--- config.mk ---
export PLATFORM = sky130hd
export DESIGN_NAME = pwm_phase_sequencer
export DESIGN_NICKNAME = d
export VERILOG_FILES = /design/src/rtl/pwm_phase_sequencer.sv
export SDC_FILE = /design/constraint.sdc
export NUM_CORES = 1
export LEC_CHECK = 0
export CAP_MARGIN = 20
export CORE_ASPECT_RATIO = 0.5
export CORE_UTILIZATION = 45
export CTS_CLUSTER_SIZE = 30
export DETAILED_ROUTE_END_ITERATION = 16
export PLACE_DENSITY = 0.65
export SLEW_MARGIN = 40
export SYNTH_ARGS = -nofsm -noshare
export SYNTH_HDL_FRONTEND = slang
export SYNTH_SLANG_ARGS = --single-unit
--- constraint.sdc ---
create_clock -name MClk_i -period 6 [get_ports MClk_i]
set_clock_uncertainty 0.2 [all_clocks]
set_input_delay 1.5 -clock MClk_i [delete_from_list [all_inputs] [get_ports MClk_i]]
set_output_delay 1.5 -clock MClk_i [all_outputs]
set_load 0.005 [all_outputs]
--- src/rtl/pwm_phase_sequencer.sv ---
// Half-bridge leg sequencer: PWM period counter, SPDT requests, shadowed config applied at period wrap,
// enable drain and latched fault. Outputs are registered (one cycle after inputs); CfgReady low while shadow full.
module pwm_phase_sequencer #(
    parameter int unsigned W          = 16,
    parameter int unsigned RST_PERIOD = 100,
    parameter int unsigned RST_DUTY   = 50,
    parameter int unsigned RST_DEAD   = 5
) (
    input  logic         MClk_i,
    input  logic         RstN_i,
    input  logic         Enable_i,
    input  logic         Fault_i,
    input  logic         FaultClr_i,
    input  logic         CfgValid_i,
    output logic         CfgReady_o,
    input  logic [W-1:0] CfgPeriod_i,
    input  logic [W-1:0] CfgDuty_i,
    input  logic [W-1:0] CfgDead_i,
    output logic [1:0]   SPDT_o,
    output logic [W-1:0] DeadTimeCount_o,
    output logic         PeriodStart_o,
    output logic         Running_o,
    output logic         FaultLatched_o
);

    typedef enum logic [1:0] {IDLE, RUN, DRAIN, FAULT} state_t;

    state_t         state_q, state_d;
    logic [W-1:0]   cnt_q, cnt_d;
    logic [W-1:0]   drain_q, drain_d;
    logic [W-1:0]   period_a_q, period_a_d, duty_a_q, duty_a_d, dead_a_q, dead_a_d;
    logic [W-1:0]   period_p_q, period_p_d, duty_p_q, duty_p_d, dead_p_q, dead_p_d;
    logic           pend_q, pend_d;
    logic [1:0]     spdt_q, spdt_d;
    logic           ps_q, ps_d, run_q, run_d, flt_q, flt_d;
    logic           wrap, apply, accept;

    assign wrap   = (cnt_q == period_a_q - W'(1));
    assign apply  = pend_q && ((state_q == RUN && wrap) || state_q == IDLE || state_q == FAULT);
    assign accept = CfgValid_i && !pend_q;

    always_comb begin
        state_d    = state_q;
        cnt_d      = cnt_q;
        drain_d    = drain_q;
        period_a_d = period_a_q;
        duty_a_d   = duty_a_q;
        dead_a_d   = dead_a_q;
        period_p_d = period_p_q;
        duty_p_d   = duty_p_q;
        dead_p_d   = dead_p_q;
        pend_d     = pend_q;

        if (apply) begin
            period_a_d = period_p_q;
            duty_a_d   = duty_p_q;
            dead_a_d   = dead_p_q;
            pend_d     = 1'b0;
        end
        // A period below 2 would leave no low phase to drain into; clamp on entry to the shadow.
        if (accept) begin
            period_p_d = (CfgPeriod_i < W'(2)) ? W'(2) : CfgPeriod_i;
            duty_p_d   = CfgDuty_i;
            dead_p_d   = CfgDead_i;
            pend_d     = 1'b1;
        end

        if (Fault_i) begin
            state_d = FAULT;
            cnt_d   = '0;
        end else begin
            case (state_q)
                IDLE: if (Enable_i) begin
                    state_d = RUN;
                    cnt_d   = '0;
                end
                RUN: if (!Enable_i) begin
                    state_d = DRAIN;
                    cnt_d   = '0;
                    drain_d = dead_a_q;
                end else begin
                    cnt_d = wrap ? '0 : cnt_q + W'(1);
                end
                DRAIN: if (drain_q == '0) state_d = IDLE;
                       else               drain_d = drain_q - W'(1);
                FAULT: if (FaultClr_i) state_d = IDLE;
                default: state_d = IDLE;
            endcase
        end

        spdt_d = 2'b00;
        if (state_d == RUN) spdt_d = (cnt_d < duty_a_d) ? 2'b10 : 2'b01;
        ps_d  = (state_d == RUN) && (cnt_d == '0);
        run_d = (state_d == RUN) || (state_d == DRAIN);
        flt_d = (state_d == FAULT);
    end

    always_ff @(posedge MClk_i) begin
        if (!RstN_i) begin
            state_q    <= IDLE;
            cnt_q      <= '0;
            drain_q    <= '0;
            period_a_q <= W'(RST_PERIOD);
            duty_a_q   <= W'(RST_DUTY);
            dead_a_q   <= W'(RST_DEAD);
            period_p_q <= W'(RST_PERIOD);
            duty_p_q   <= W'(RST_DUTY);
            dead_p_q   <= W'(RST_DEAD);
            pend_q     <= 1'b0;
            spdt_q     <= 2'b00;
            ps_q       <= 1'b0;
            run_q      <= 1'b0;
            flt_q      <= 1'b0;
        end else begin
            state_q    <= state_d;
            cnt_q      <= cnt_d;
            drain_q    <= drain_d;
            period_a_q <= period_a_d;
            duty_a_q   <= duty_a_d;
            dead_a_q   <= dead_a_d;
            period_p_q <= period_p_d;
            duty_p_q   <= duty_p_d;
            dead_p_q   <= dead_p_d;
            pend_q     <= pend_d;
            spdt_q     <= spdt_d;
            ps_q       <= ps_d;
            run_q      <= run_d;
            flt_q      <= flt_d;
        end
    end

    assign CfgReady_o      = !pend_q;
    assign DeadTimeCount_o = dead_a_q;
    assign SPDT_o          = spdt_q;
    assign PeriodStart_o   = ps_q;
    assign Running_o       = run_q;
    assign FaultLatched_o  = flt_q;

endmodule

==> reports/metrics.csv, run 1 <==
stage;metric;value;unit
sta;Fin Setup TNS;0;ns
sta;relative slew slack;0.5102;
finish;most common cell after layout, fill and taps aside;dfxtp_1;
synth;Mean Syn Cell Area;8.615;um^2
floorplan;core area;14660;um^2
floorplan;I/O Pins;76;
power_and_ir_drop;total power;2339;uW
placement;GPL Wtd Cong;0.9171;
status;status;finished, final reports clean;
synth;sequential share of the synthesized area;0.3975;
setup_path;Critical Path Fanout Max;22;
finish;antenna cells;0;
sta;RSZ-0062 raised after global routing;false;
power_and_ir_drop;Comb pwr share;0.128;
sta;Final Hold Viols;0;
detailed_routing;Pre-Repair DR Iteration Count;5;
clock_tree;CTS H-tree lvls;4;
clock_tree;Root Driver;clkbuf_16;
global_route;largest net degree at the start of global routing;70;
setup_path;CP Class;flip-flop to flip-flop;
clock_tree;CTS Buffer Depth;2;
setup_path;crit start category;flip-flop;
synth;Post-Syn Area;6849;um^2
power_and_ir_drop;PD cells;280.5;nW/um^2
clock_tree;clk slew on worst S/H paths;0.06;ns
power_and_ir_drop;Internal;1727;uW
global_route;vias in the first global route;5439;
placement;Port Buffer Count;75;
synth;synth unique cells;71;
synth;Synth Flop Type;dfxtp_1;
power_and_ir_drop;switch share;0.2616;
detailed_routing;wire per inst;15.92;um
finish;Final Non-Filler Cells;1059;
floorplan;starting density of the core;0.4671;
power_and_ir_drop;Clock Power Share;0.450;
synth;post-synthesis adder-cell area fraction;0.03654;
clock_tree;# hold bufs at CTS;0;
sta;Final setup viols;0;
sta;Tmin final;5.182;ns
job;Max Cap Viol;0;
synth;Post-synth EDFFs;0;
setup_path;Setup crit end kind;flip-flop;
synth;Synth Area in Compound Gates;0.1787;
power_and_ir_drop;NetSw;611.9;uW
power_and_ir_drop;Max IR drop VDD;212.7;uV
finish;area grow syn2layout;21.76;%
floorplan;Rows;31;
floorplan;die extent in y;89.24;um
global_route;first-pass GRT wire length;27.14;mm
clock_tree;TritonCTS buffer count;17;
detailed_routing;vias per cell;5.487;
synth;Post-Synth Simple-Gate Area;0.2537;
sta;period utilisation layout;0.8636;
synth;Syn Inst Count;795;
sta;Max Slew Vio Count;0;
synth;Ys Warns;0;
hold_path;Hold Path Class;flip-flop to flip-flop;
finish;most frequent cells in the layout;136 x dfxtp_1, 131 x nand2_1, 74 x clkdlybuf4s50_1;
global_route;final global-route overflow total;0;
global_route;Tot GR Track Use;0.2243;
placement;placed cells;1027;
finish;final core utilization;0.5688;
floorplan;die area;15750;um^2
finish;Final #Nets;922;
synth;largest family of logic cells by synthesized area;simple AND/OR/NAND/NOR gates;
power_and_ir_drop;Pleak;0.003130;uW
sta;Fmax achieved;193.0;MHz
finish;layout cells sized above 1;0.08246;
clock_tree;Post-CTS Resized;0;
synth;flops & latches, synth;136;
clock_tree;TritonCTS clock tree;built;
clock_tree;TritonCTS Sinks;136;
detailed_routing;DRT iter0 DRCs;396;
synth;Synth Area in XOR/XNOR;0.01918;
detailed_routing;# DRC;0;
clock_tree;Clock Latency Late Sink;0.42;ns
detailed_routing;drt total wl;16.86;mm
sta;worst slew pin tran;0.7346;ns
floorplan;die width;176.5;um
placement;post-DP HPWL;11.91;mm
clock_tree;post-CTS setup buffer count;0;
setup_path;required time of the critical path;6.11;ns
sta;hold slack;0.2656;ns
global_route;initial antenna violation count;0;
setup_path;critical path arrival;5.29;ns
synth;proportion of synthesized area in mux cells;0.07326;
synth;Post-synth ARST share;0;
power_and_ir_drop;register share of total power;0.422;
synth;Post-Syn Nets;869;
detailed_routing;Post-DRT Antenna Nets;0;
detailed_routing;via count;5811;
==> layer usage <==
layer	GRT usage	vias to the layer above	wire [um]
met1	0.2833	2748	8079
li1	-	2910	-
met5	0	-	0
met3	0.06930	20	983
met4	0.07288	0	233
met2	0.3701	133	7561
==> synthesized netlist by cell type, types with 3 or more instances <==
cell	number	area, um^2
mux2i_1	49	490.5
nor4_1	9	56.30
nand3_1	17	85.08
buf_1	3	11.26
a31oi_1	14	87.58
buf_2	6	30.03
nor3_1	15	75.07
nand2_1	131	491.7
dfxtp_1	136	2723
a21o_1	12	90.09
a21oi_1	27	135.1
o41ai_1	6	52.55
o21ai_0	19	95.09
and2_1	21	131.4
nand2b_1	3	18.77
or3_1	5	31.28
xor2_1	4	35.03
nor3b_1	5	37.54
a21boi_0	40	300.3
nand4_1	10	62.56
o221a_2	10	112.6
clkbuf_1	37	138.9
o21bai_1	3	22.52
a22oi_1	3	22.52
ha_1	20	250.2
a221oi_1	3	26.28
buf_4	3	22.52
xnor2_1	11	96.34
or2_2	4	25.02
and4_1	3	26.28
nor2b_1	50	312.8
or4_1	6	45.04
nor2_1	41	153.9
a211oi_1	6	45.04
inv_1	18	67.56
==> stage by stage <==
step | area (um^2) | setup WS, ns
global route | 8339 | 0.2476
finish | 8339 | 0.8184
CTS | 8339 | 0.8206
global placement | 7720 | 0.8981
floorplan | 6849 | 1.227
detailed placement | 7742 | 0.8125
==> sequential cells by signal (all words and copies together) (netlist names), 16 cells and up <==
register         cells
duty_p_q            16
period_p_q          16
DeadTimeCount_o     16
duty_a_q            16
cnt_q               16
dead_p_q            16
period_a_q          16
drain_q             16
==> final timing paths <==
kind	slack (ns)	depth (start not counted)	start	end
max	0.82	17	period_a_q[0]	SPDT_o[1]
min	0.27	2	dead_p_q[8]	dead_p_q[8]
max reg2reg	0.82	17	period_a_q[0]	SPDT_o[1]
min reg2reg	0.27	2	dead_p_q[8]	dead_p_q[8]
==> layout make-up <==
cell class / count / area [um^2]
Timing Repair Buffer: 84 / 833.3
Fill cell: 1341 / 6322
Tap cell: 198 / 247.7
Inverter: 18 / 67.56
Multi-Input combinational cell: 591 / 3871
Sequential cell: 136 / 2723
Clock buffer: 19 / 452.9
Clock inverter: 13 / 143.9
==> critical path: stages (launching register included) <==
cell       delay, ns
dfxtp_1         0.46
inv_1           0.08
ha_1            0.30
o21ba_2         0.23
a221oi_1        0.28
a41oi_1         0.07
nor4_1          0.39
o2111a_4        0.43
nor2_1          0.12
a211oi_4        0.43
buf_4           0.24
buf_4           0.35
mux2i_1         0.17
ha_1            0.33
nand4_1         0.10
a2111oi_0       0.45
o41ai_1         0.18
and4_1          0.23
==> power by group through the flow <==
stage / logic, uW / clock network (uW) / registers (uW)
after global placement: 292 / 0 / 1010
after CTS: 301 / 1070 / 988
after global routing: 333 / 1120 / 993
after detailed placement: 299 / 0 / 1010
final: 300 / 1050 / 988
after floorplan: 206 / 0 / 991
==> cell families after synthesis <==
group	count (synthesis)
xor gates and xnor gates	15
DFF	136
adders and majority gates	20
and+or+nand+nor	339
buffers and inverters	68
muxes	50
AOI/OAI and AO/OA	167
No activity file was read; power rests on OpenSTA's default activity.
==> run 2, diff against run 1 <==
--- a/config.mk
+++ b/config.mk
@@ -6,11 +6,14 @@
 export NUM_CORES = 1
 export LEC_CHECK = 0
 export CAP_MARGIN = 20
+export CELL_PAD_IN_SITES_DETAIL_PLACEMENT = 1
+export CELL_PAD_IN_SITES_GLOBAL_PLACEMENT = 2
 export CORE_ASPECT_RATIO = 0.5
-export CORE_UTILIZATION = 45
+export CORE_UTILIZATION = 34
 export CTS_CLUSTER_SIZE = 30
 export DETAILED_ROUTE_END_ITERATION = 16
-export PLACE_DENSITY = 0.65
+export PLACE_DENSITY = 0.78
+export RECOVER_POWER = 25
 export SLEW_MARGIN = 40
 export SYNTH_ARGS = -nofsm -noshare
 export SYNTH_HDL_FRONTEND = slang
==> reports/metrics.csv, run 2 (synthesis gave the netlist of run 1 again) <==
stage;metric;value;unit;change
status;status;finished with violations;;
status;violated checks;max-capacitance violations, max-slew violations;;
setup_path;required time of the critical path;6.16;ns;+0.05 ns
sta;final setup margin;0.8269;ns;+0.008533 ns
sta;Fin Setup TNS;0;ns;unchanged
clock_tree;Clock Latency Late Sink;0.43;ns;about the same
power_and_ir_drop;register share of total power;0.412;;-0.010
setup_path;CP cell instances;inv_1 -> ha_1 -> o21ba_2 -> a221oi_1 -> a41oi_1 -> nor4_1 -> o2111a_4 -> nor2_1 -> a211oi_4 -> buf_4 -> mux2i_1 -> ha_1 -> a21o_1 -> a21oi_1 -> nand2_1 -> o41ai_1 -> and4_1;;
floorplan;core area;19590;um^2;+34%
finish;fill count;2296;;+71%
global_route;vias in the first global route;5892;;+8.3%
hold_path;Hold Path Class;flip-flop to flip-flop;;
global_route;initial antenna violation count;0;;unchanged
detailed_routing;DRT iter0 DRCs;243;;-39%
global_route;final global-route overflow total;0;;unchanged
finish;Final Non-Filler Cells;1126;;+6.3%
setup_path;crit start category;flip-flop;;
power_and_ir_drop;Max IR drop VDD;157.4;uV;-26%
floorplan;I/O Pins;76;;unchanged
sta;period utilisation layout;0.8622;;-0.001422
finish;most common cell after layout, fill and taps aside;dfxtp_1;;
power_and_ir_drop;Clock Power Share;0.462;;+0.012
finish;most frequent cells in the layout;136 x dfxtp_1, 131 x nand2_1, 73 x clkdlybuf4s50_1;;
detailed_routing;Pre-Repair DR Iteration Count;4;;-1
sta;hold slack;0.2690;ns;+0.003445 ns
global_route;Tot GR Track Use;0.1926;;-0.03171
detailed_routing;# DRC;0;;unchanged
clock_tree;TritonCTS clock tree;built;;
detailed_routing;via count;5784;;-0.46%
floorplan;die extent in y;102.4;um;+15%
power_and_ir_drop;PD cells;285.1;nW/um^2;+1.6%
setup_path;CP Class;flip-flop to flip-flop;;
clock_tree;TritonCTS Sinks;136;;unchanged
clock_tree;TritonCTS buffer count;17;;unchanged
sta;worst slew pin tran;3.309;ns;+2.574 ns
setup_path;Crit-path slowest cell;buf_4;;
floorplan;die width;202.7;um;+15%
sta;Final setup viols;0;;unchanged
power_and_ir_drop;Internal;1770;uW;+2.5%
power_and_ir_drop;Comb pwr share;0.126;;-0.002
setup_path;Top cell by count, worst path;ha_1;;
setup_path;critical path arrival;5.33;ns;+0.04 ns
finish;area grow syn2layout;22.76;%;
global_route;largest net degree at the start of global routing;89;;+27%
power_and_ir_drop;NetSw;627.5;uW;+2.5%
clock_tree;clk slew on worst S/H paths;0.06;ns;about the same
clock_tree;post-CTS setup buffer count;0;;unchanged
detailed_routing;Post-DRT Antenna Nets;0;;unchanged
floorplan;starting density of the core;0.3496;;-0.1176
setup_path;Setup crit end kind;flip-flop;;
clock_tree;CTS H-tree lvls;4;;unchanged
clock_tree;CTS Buffer Depth;2;;unchanged
placement;Placement Setup Slack;0.7901;ns;-0.02239 ns
sta;Max Slew Vio Count;89;;+89
power_and_ir_drop;switch share;0.2618;;about the same
finish;Final #Nets;921;;-0.11%
sta;relative slew slack;-1.206;;-1.716
setup_path;worst path buffer plus inverter count;2;;-1
power_and_ir_drop;Pleak;0.003111;uW;-0.62%
clock_tree;# hold bufs at CTS;0;;unchanged
placement;placed cells;1094;;+6.5%
sta;Final Hold Viols;0;;unchanged
detailed_routing;wire per inst;16.69;um;+4.8%
finish;layout cells sized above 1;0.07674;;-0.005718
detailed_routing;drt total wl;18.79;mm;+11%
sta;Tmin final;5.173;ns;-0.008533 ns
sta;RSZ-0062 raised after global routing;false;;
placement;GPL Wtd Cong;0.8494;;-7.4%
setup_path;critical path's largest stage delay;0.47;ns;about the same
finish;antenna cells;0;;unchanged
placement;post-DP HPWL;13.60;mm;+14%
job;Max Cap Viol;1;;+1
floorplan;Rows;36;;+16%
setup_path;top cell family by delay on the critical path;compound AO/OA/AOI/OAI gates;;
setup_path;Critical Path Fanout Max;29;;+32%
clock_tree;Root Driver;clkbuf_16;;
detailed_routing;vias per cell;5.137;;-6.4%
clock_tree;Post-CTS Resized;0;;unchanged
power_and_ir_drop;total power;2397;uW;+2.5%
floorplan;die area;20750;um^2;+32%
sta;Fmax achieved;193.3;MHz;+0.17%
placement;Port Buffer Count;75;;unchanged
global_route;first-pass GRT wire length;31.11;mm;+15%
==> run 2: area by class of cell <==
| type | count | area (um^2) | share of cell area |
|---|---|---|---|
| Timing Repair Buffer | 83 | 794.5 | 0.09449 |
| Inverter | 18 | 67.56 | 0.008036 |
| Clock inverter | 12 | 163.9 | 0.01949 |
| Tap cell | 266 | 332.8 | 0.03958 |
| Clock buffer | 20 | 456.7 | 0.05432 |
| Sequential cell | 136 | 2723 | 0.3238 |
| Multi-Input combinational cell | 591 | 3870 | 0.4603 |
==> run 2: metal layers <==
metal	share of wire	routed length [um]	track usage	vias up
met4	0.0085	160	0.04511	0
met1	0.49	9288	0.2433	2792
met5	0	0	0	-
met2	0.46	8576	0.3267	65
li1	-	-	-	2911
met3	0.041	764	0.05580	16
==> run 2: worst min-delay path: cells and delay by family (launching register included) <==
family | cells | cell delay [ns]
AO/OA/AOI/OAI | 1 | 0.06
flip-flops | 1 | 0.31
AND/OR/NAND/NOR | 1 | 0.05
==> run 2: metrics by stage <==
stage | util | instance area [um^2]
floorplan | - | 6849
global placement | 0.3974 | 7787
detailed placement | 0.3986 | 7810
CTS | 0.4303 | 8431
global route | 0.4291 | 8408
finish | 0.4291 | 8408
==> run 2: power groups by stage <==
stage	sequential [uW]	clock, uW	combinational (uW)
floorplan	991	0	206
finish	988	1110	303
detailed placement	1010	0	307
global route	996	1170	340
CTS	989	1140	308
global placement	1010	0	298
==> run 2: path summary, 6_finish.rpt <==
path,start,to,slack [ns],depth (start not counted)
worst max-delay path,period_a_q[0],SPDT_o[1],0.83,17
worst min-delay path,duty_p_q[7],duty_p_q[7],0.27,2
worst max register to register,period_a_q[0],SPDT_o[1],0.83,17
worst min register to register,duty_p_q[7],duty_p_q[7],0.27,2
==> run 3, diff against run 2 <==
==> constraint.sdc (replaced) <==
create_clock -name MClk_i -period 5.15 [get_ports MClk_i]
set_clock_uncertainty 0.2 [all_clocks]
set_input_delay 1.2875 -clock MClk_i [delete_from_list [all_inputs] [get_ports MClk_i]]
set_output_delay 1.2875 -clock MClk_i [all_outputs]
set_load 0.005 [all_outputs]
==> reports/metrics.csv, run 3 (synthesis gave the netlist of run 1 again) <==
stage;metric;value;unit;change
global_route;final global-route overflow total;0;;unchanged
status;status;finished with violations;;
sta;worst slew pin tran;3.013;ns;-0.2952 ns
status;violated checks;max-capacitance violations, max-slew violations;;
setup_path;Critical Path Fanout Max;16;;-45%
detailed_routing;drt total wl;19.17;mm;+2.0%
clock_tree;# hold bufs at CTS;0;;unchanged
clock_tree;CTS H-tree lvls;4;;unchanged
clock_tree;clk slew on worst S/H paths;0.06;ns;about the same
finish;layout cells sized above 1;0.09238;;+0.01563
detailed_routing;# DRC;0;;unchanged
setup_path;required time of the critical path;5.30;ns;-0.86 ns
sta;Tmin final;4.755;ns;-0.4184 ns
setup_path;critical path arrival;4.90;ns;-0.43 ns
sta;period utilisation layout;0.9232;;+0.06106
setup_path;reg2reg path depth;16;;-1
global_route;vias in the first global route;6133;;+4.1%
finish;most frequent cells in the layout;136 x dfxtp_1, 131 x nand2_1, 73 x clkdlybuf4s50_1;;
finish;Final Non-Filler Cells;1132;;+0.53%
sta;relative slew slack;-1.009;;+0.1968
clock_tree;post-CTS setup buffer count;0;;unchanged
placement;Placement Setup Slack;0.2142;ns;-0.5759 ns
clock_tree;TritonCTS buffer count;17;;unchanged
placement;GPL Wtd Cong;0.8038;;-5.4%
floorplan;die width;202.7;um;unchanged
global_route;initial antenna violation count;0;;unchanged
sta;Fmax achieved;210.3;MHz;+8.8%
sta;Fin Setup TNS;0;ns;unchanged
finish;Final #Nets;928;;+0.76%
detailed_routing;vias per cell;5.226;;+1.7%
setup_path;critical path's largest stage delay;0.50;ns;+0.03 ns
clock_tree;TritonCTS Sinks;136;;unchanged
floorplan;die extent in y;102.4;um;unchanged
power_and_ir_drop;Max IR drop VDD;201.3;uV;+28%
sta;hold slack;0.2667;ns;-0.002351 ns
floorplan;I/O Pins;76;;unchanged
setup_path;Top cell by count, worst path;ha_1;;
setup_path;CP cell instances;inv_1 -> ha_1 -> or3b_2 -> a2111oi_0 -> o311a_1 -> o2111a_4 -> nor2_1 -> a211oi_4 -> buf_6 -> mux2i_1 -> ha_1 -> a21o_1 -> a21oi_1 -> nand2_1 -> o41ai_2 -> and4_1;;
clock_tree;Clock Latency Late Sink;0.42;ns;about the same
floorplan;Rows;36;;unchanged
clock_tree;Post-CTS Resized;0;;unchanged
sta;RSZ-0062 raised after global routing;false;;
finish;antenna cells;0;;unchanged
sta;Max Slew Vio Count;84;;-5.6%
hold_path;Cells on Worst Hold Path;2;;unchanged
placement;post-DP HPWL;13.70;mm;+0.71%
clock_tree;CTS Buffer Depth;2;;unchanged
placement;placed cells;1101;;+0.64%
setup_path;crit start category;flip-flop;;
detailed_routing;DRT iter0 DRCs;220;;-9.5%
detailed_routing;Pre-Repair DR Iteration Count;4;;unchanged
detailed_routing;wire per inst;16.94;um;+1.5%
job;Max Cap Viol;1;;unchanged
clock_tree;Root Driver;clkbuf_16;;
finish;most common cell after layout, fill and taps aside;dfxtp_1;;
floorplan;die area;20750;um^2;unchanged
finish;final instance area;8514;um^2;+1.3%
setup_path;Crit-path slowest cell;or3b_2;;
sta;Final setup viols;0;;unchanged
clock_tree;TritonCTS clock tree;built;;
sta;final setup margin;0.3953;ns;-0.4316 ns
floorplan;starting density of the core;0.3496;;unchanged
detailed_routing;Post-DRT Antenna Nets;0;;unchanged
sta;Final Hold Viols;0;;unchanged
finish;area grow syn2layout;24.31;%;
placement;placed inst area;7870;um^2;+0.77%
power_and_ir_drop;Pleak;0.003186;uW;+2.4%
global_route;first-pass GRT wire length;32.14;mm;+3.3%
global_route;Tot GR Track Use;0.1974;;+0.004734
hold_path;Hold Path Class;flip-flop to flip-flop;;
floorplan;core area;19590;um^2;unchanged
setup_path;Setup crit end kind;flip-flop;;
global_route;largest net degree at the start of global routing;84;;-5.6%
power_and_ir_drop;PD cells;328.4;nW/um^2;+15%
setup_path;CP Class;flip-flop to flip-flop;;
placement;Port Buffer Count;75;;unchanged
detailed_routing;via count;5916;;+2.3%
-- run 3: area by class of cell --
class / count / area (um^2)
Clock buffer: 23 / 498.0
Multi-Input combinational cell: 591 / 3897
Tap cell: 266 / 332.8
Sequential cell: 136 / 2723
Clock inverter: 8 / 117.6
Inverter: 18 / 67.56
Timing Repair Buffer: 90 / 878.3
Fill cell: 2293 / 11080
-- run 3: per-layer routing --
metal	GRT usage	vias to the layer above	share of wire
met5	0	-	0
met4	0.04800	0	0.010
met3	0.04911	22	0.041
met2	0.3409	70	0.48
met1	0.2492	2908	0.47
li1	-	2916	-
-- run 3: power by group --
part	switching [uW]	internal (uW)	total (uW)	leakage, uW
clock network	463	820	1280	0.000305
logic	193	169	362	0.00177
registers	46.6	1100	1150	0.00111
-- run 3: final timing paths --
path                                     from           end  slack (ns)
worst max-delay path            period_a_q[0]     SPDT_o[1]        0.40
worst min-delay path             dead_p_q[12]  dead_p_q[12]        0.27
worst max register to register  period_a_q[0]     SPDT_o[1]        0.40
worst min register to register   dead_p_q[12]  dead_p_q[12]        0.27
-- run 3: worst max-delay path, delay by kind of cell (launching register included) --
kind / cells / cell delay [ns]
AOI/OAI and AO/OA: 7 / 1.93
and+or+nand+nor: 4 / 0.94
adders and majority gates: 2 / 0.59
DFF: 1 / 0.38
buffers and inverters: 2 / 0.34
muxes: 1 / 0.29
-- run 3: per-stage QoR --
step,power [uW],utilization
after floorplan,1394,-
after global placement,1523,0.4001
after detailed placement,1537,0.4017
after CTS,2830,0.4331
after global routing,2924,0.4345
final,2797,0.4345
